==> config.mk <==
export PLATFORM = sky130hd
export DESIGN_NAME = mux16_rr_scheduler
export DESIGN_NICKNAME = d
export VERILOG_FILES = /design/src/rtl/mux16_rr_scheduler_pkg.sv /design/src/rtl/mux16_rr_scheduler_rr_pick16.sv /design/src/rtl/mux16_rr_scheduler.sv
export SDC_FILE = /design/constraint.sdc
export NUM_CORES = 1
export LEC_CHECK = 0
export ABC_AREA = 1
export CORE_ASPECT_RATIO = 2
export CORE_MARGIN = 10
export CORE_UTILIZATION = 51
export CTS_CLUSTER_DIAMETER = 200
export DETAILED_ROUTE_END_ITERATION = 10
export PLACE_DENSITY_LB_ADDON = 0.08
export SYNTH_ARGS = -nofsm -noshare
export SYNTH_HDL_FRONTEND = slang
export SYNTH_SLANG_ARGS = --single-unit
==> constraint.sdc <==
create_clock -name clk -period 3.8 [get_ports clk]
set_input_delay 0.57 -clock clk [delete_from_list [all_inputs] [get_ports clk]]
set_output_delay 0.57 -clock clk [all_outputs]
set_load 0.01 [all_outputs]
==> src/rtl/mux16_rr_scheduler_pkg.sv <==
// Shared constants, state encoding and small helpers for the 16-channel
// round-robin mux scheduler.
package mux16_rr_scheduler_pkg;

  localparam int N_CH  = 16;
  localparam int SEL_W = 4;

  typedef enum logic {
    ST_IDLE  = 1'b0,
    ST_GRANT = 1'b1
  } state_e;

  // One-hot vector with only bit idx set.
  function automatic logic [N_CH-1:0] onehot16(input logic [SEL_W-1:0] idx);
    return {{(N_CH-1){1'b0}}, 1'b1} << idx;
  endfunction

endpackage

==> src/rtl/mux16_rr_scheduler_rr_pick16.sv <==
// Combinational round-robin picker: first set bit of eff searching from
// ptr upward with wrap-around.
module rr_pick16
  import mux16_rr_scheduler_pkg::*;
(
  input  logic [N_CH-1:0]  eff,
  input  logic [SEL_W-1:0] ptr,
  output logic             any,
  output logic [SEL_W-1:0] idx
);

  logic [2*N_CH-1:0] dbl_s;
  logic [N_CH-1:0]   rot_s;
  logic [SEL_W-1:0]  off_s;

  // Rotate so ptr lands at bit 0, find the lowest set bit, then undo the rotation.
  always_comb begin
    dbl_s = {eff, eff} >> ptr;
    rot_s = dbl_s[N_CH-1:0];
    off_s = {SEL_W{1'b0}};
    for (int i = N_CH - 1; i >= 0; i--) begin
      if (rot_s[i]) begin
        off_s = SEL_W'(i);
      end else begin
        off_s = off_s;
      end
    end
    any = |eff;
    idx = off_s + ptr;
  end

endmodule

==> src/rtl/mux16_rr_scheduler.sv <==
// Round-robin scheduler sharing one 16:1 mux among 16 requesters, with a
// valid/ready handshake downstream and a per-grant timeout.
module mux16_rr_scheduler
  import mux16_rr_scheduler_pkg::*;
#(
  parameter int TIMEOUT = 16,
  parameter int CNT_W   = 5
) (
  input  logic             clk,
  input  logic             rst,
  input  logic [N_CH-1:0]  req,
  input  logic [N_CH-1:0]  mask,
  input  logic             out_ready,
  output logic [SEL_W-1:0] select,
  output logic [N_CH-1:0]  grant,
  output logic             out_valid,
  output logic             done,
  output logic             timeout
);

  // Counter value in the last GRANT cycle before the grant is dropped.
  localparam logic [CNT_W-1:0] CNT_LAST = (TIMEOUT == 0) ? {CNT_W{1'b0}}
                                                         : CNT_W'(TIMEOUT - 1);
  localparam logic             TMO_EN   = (TIMEOUT != 0);
  localparam logic [CNT_W-1:0] CNT_ONE  = {{(CNT_W-1){1'b0}}, 1'b1};
  localparam logic [SEL_W-1:0] SEL_ONE  = {{(SEL_W-1){1'b0}}, 1'b1};

  state_e           state_q, state_d;
  logic [SEL_W-1:0] ptr_q, ptr_d;
  logic [CNT_W-1:0] cnt_q, cnt_d;
  logic [SEL_W-1:0] select_q, select_d;
  logic [N_CH-1:0]  grant_q, grant_d;
  logic             out_valid_q, out_valid_d;
  logic             done_q, done_d;
  logic             timeout_q, timeout_d;

  logic [N_CH-1:0]  eff_s;
  logic             any_s;
  logic [SEL_W-1:0] win_s;

  assign eff_s = req & mask;

  rr_pick16 u_pick (
    .eff (eff_s),
    .ptr (ptr_q),
    .any (any_s),
    .idx (win_s)
  );

  // Next-state logic: arbitrate in IDLE, hold the grant until accept or timeout.
  always_comb begin
    state_d     = state_q;
    ptr_d       = ptr_q;
    cnt_d       = cnt_q;
    select_d    = select_q;
    grant_d     = grant_q;
    out_valid_d = out_valid_q;
    done_d      = 1'b0;
    timeout_d   = 1'b0;
    case (state_q)
      ST_IDLE: begin
        if (any_s) begin
          select_d    = win_s;
          grant_d     = onehot16(win_s);
          out_valid_d = 1'b1;
          cnt_d       = {CNT_W{1'b0}};
          state_d     = ST_GRANT;
        end else begin
          grant_d     = {N_CH{1'b0}};
          out_valid_d = 1'b0;
        end
      end
      ST_GRANT: begin
        // Acceptance takes priority over a timeout landing in the same cycle.
        if (out_ready) begin
          done_d      = 1'b1;
          out_valid_d = 1'b0;
          grant_d     = {N_CH{1'b0}};
          ptr_d       = select_q + SEL_ONE;
          state_d     = ST_IDLE;
        end else if (TMO_EN && (cnt_q == CNT_LAST)) begin
          timeout_d   = 1'b1;
          out_valid_d = 1'b0;
          grant_d     = {N_CH{1'b0}};
          ptr_d       = select_q + SEL_ONE;
          state_d     = ST_IDLE;
        end else begin
          cnt_d       = cnt_q + CNT_ONE;
        end
      end
      default: begin
        state_d     = ST_IDLE;
        grant_d     = {N_CH{1'b0}};
        out_valid_d = 1'b0;
      end
    endcase
  end

  // State and output registers; reset clears everything without pulsing done/timeout.
  always_ff @(posedge clk or posedge rst) begin
    if (rst) begin
      state_q     <= ST_IDLE;
      ptr_q       <= {SEL_W{1'b0}};
      cnt_q       <= {CNT_W{1'b0}};
      select_q    <= {SEL_W{1'b0}};
      grant_q     <= {N_CH{1'b0}};
      out_valid_q <= 1'b0;
      done_q      <= 1'b0;
      timeout_q   <= 1'b0;
    end else begin
      state_q     <= state_d;
      ptr_q       <= ptr_d;
      cnt_q       <= cnt_d;
      select_q    <= select_d;
      grant_q     <= grant_d;
      out_valid_q <= out_valid_d;
      done_q      <= done_d;
      timeout_q   <= timeout_d;
    end
  end

  assign select    = select_q;
  assign grant     = grant_q;
  assign out_valid = out_valid_q;
  assign done      = done_q;
  assign timeout   = timeout_q;

endmodule

==> results.cfg <==
[power_and_ir_drop]
p_leak_nw = 1.93
p_per_area_nw_per_um2 = 1020
vdd_drop_max_v = 0.00116

[logic_synthesis]
synth.most_common_cell = nand2_1
netlist_area_sq_um = 2610
synth_edf_count = 0
syn_area_per_cell_sq_um = 6.77
syn_inst = 386
yosys_register_bits = 33
synth_warnings = 0
synth_flop_cell = dfrtp_1
synth-async-reset-ratio = 1.00
yosys-top-cells-count = nand2_1, nand3_1, dfrtp_1
syn_nets = 428
post-synth-top-area-fraction = 0.316
ys_types = 37
yosysSeqAreaShare = 0.316
yosys-top-cells-area = dfrtp_1, nand2_1, nand3_1
synth_top_cell_by_area = dfrtp_1

[clock_network]
clockBufferDepth = 2
cts_tree = yes
clock_latency_ns = 0.29
postCtsHoldBufs = 0
cts-root-buf = clkbuf_8
h-tree-depth = 2
clkSinkCount = 33
clkTransAtPathRegs_ns = 0.06
cts_buffers = 5

[sta]
fin_crit_ns = 3.61
setup_viol = 0
slew_headroom = 0.661
hold_viol_final = 0
period_share = 0.949
fin_ws_ns = 0.194
fmax_mhz = 277
worst_pin_slew_ns = 0.506
skew_ns = 0.00952
slew_viol_final = 0

[route]
wl_per_cell_um = 16.6
ant_nets = 0
via_per_inst = 5.51
drt_iter0_markers = 182
via_count = 2935
drc = 0
wl_mm = 8.87
drtPass1Iterations = 4

[final_layout]
final_design_area_no_fill_sq_um = 3770
layout-drive-gt1-share = 0.250
syn2layout_area_growth_pct = 44.4
n_antenna_cell = 0
final_nets = 517
fin_cells = 533
fin_util = 0.769

[grt]
grt_pass1_wl_mm = 13.8
grt_max_degree = 34
antenna_found_initial = 0
grt_overflow_total = 0
grt_use_total = 0.196
grt_pass1_vias = 2995

[floorplan]
die_h_um = 121
core_sq_um = 4910
pin_count = 58
start_util = 0.532
die_area_sq_um = 8560
die_w_um = 70.6
rows = 36

[place]
numPortBuffers = 57
gp_congestion = 0.968
place_ws_ns = -0.159
hpwl_mm = 6.77
dp.cells = 518
placed_area_sq_um = 3390

[worst_setup_path]
crit_path_max_fanout = 3
critPathKind = input port to flip-flop
critPathLaunchType = input port
cpMostUsedCell = nand2_1
end_kind = flip-flop
worstPathArrival_ns = 3.78
slowest_delay_ns = 0.50
crit_slowest_cell = clkdlybuf4s50_1
cp.required_ns = 3.97

[status]
status = finished, final reports clean

[job]
maxCapViolations = 0

[min_path]
hold_path.class = flip-flop to flip-flop
cell families after synthesis:
logic type      count (synthesis)  share of synthesized area
simple gates                  239                      0.404
fa+ha+maj                       7                     0.0364
flops                          33                      0.316
compound gates                 58                      0.144
xor+xnor                        4                     0.0134
buf+inv                        45                     0.0862
worst paths after layout:
path,slack (ns),end,from,depth (start not counted)
max,0.19,grant[4],mask[9],31
min,0.49,out_valid,out_valid,2
max reg2reg,0.21,grant[4],ptr_q[0],28
min reg2reg,0.49,out_valid,out_valid,2
max in group asynchronous,2.79,ptr_q[0],rst,3
min in group asynchronous,0.69,done,rst,3
through the flow:
step | power [mW] | TNS, ns | hold slack (ns)
after floorplan | 2.21 | 0 | 0.472
after global placement | 2.96 | -0.616 | 0.468
after detailed placement | 2.99 | -1.56 | 0.476
after CTS | 3.42 | 0 | 0.496
after global routing | 4.19 | -0.756 | 0.532
final | 3.84 | 0 | 0.494
cells in the final DEF (no fill, tap or decap), drive strengths merged, types with 6 or more instances in the layout:
cell type / n
dfrtp: 33
ha: 6
nand3: 62
a22o: 16
nor2: 23
o21ai: 28
clkdlybuf4s50: 46
nand2: 142
inv: 31
buf: 36
dlymetal6s2s: 11
layout make-up:
class | instances | area, sq um
multi-input combinational | 309 | 1740
fill | 387 | 1140
timing repair buffer | 93 | 868
sequential | 33 | 827
inverter | 33 | 138
tap | 57 | 71.3
clock buffer | 5 | 68.8
clock inverter | 3 | 65.1
registers in the layout, indices dropped and copies added, names as in the netlist:
name       flops
select         4
timeout        1
grant         16
out_valid      1
done           1
ptr_q          4
cnt_q          5
state_q        1
power breakdown:
group / internal, mW / leakage, nW / switching, mW
Sequential: 0.472 / 0.435 / 0.103
Clock: 0.261 / 0.0681 / 0.134
Combinational: 1.15 / 1.43 / 1.72
repair_timing:
item,CTS,global route
setup endpoints to repair,0,19
gates resized for setup,0,72
endpoints found under the hold margin,0,0
setup buffers,0,6
metal layers:
metal  vias up  routed length [um]  part of all wire  global-route usage
met3        35                 374             0.042              0.0328
met5         -                   0                 0                   0
met4         0                 539             0.061               0.124
met2        81                4980              0.56               0.389
met1      1356                2980              0.34               0.171
li1       1463                   -                 -                   -
worst max-delay path, delay by kind of cell:
kind                     cells  cell delay (ns)
AND/OR/NAND/NOR             21             1.27
buffers and inverters        5             0.84
adder cells (fa/ha/maj)      2             0.53
AO/OA/AOI/OAI                2             0.31
XOR/XNOR                     1             0.24
Note: power is estimated with default switching activity, not from simulation.
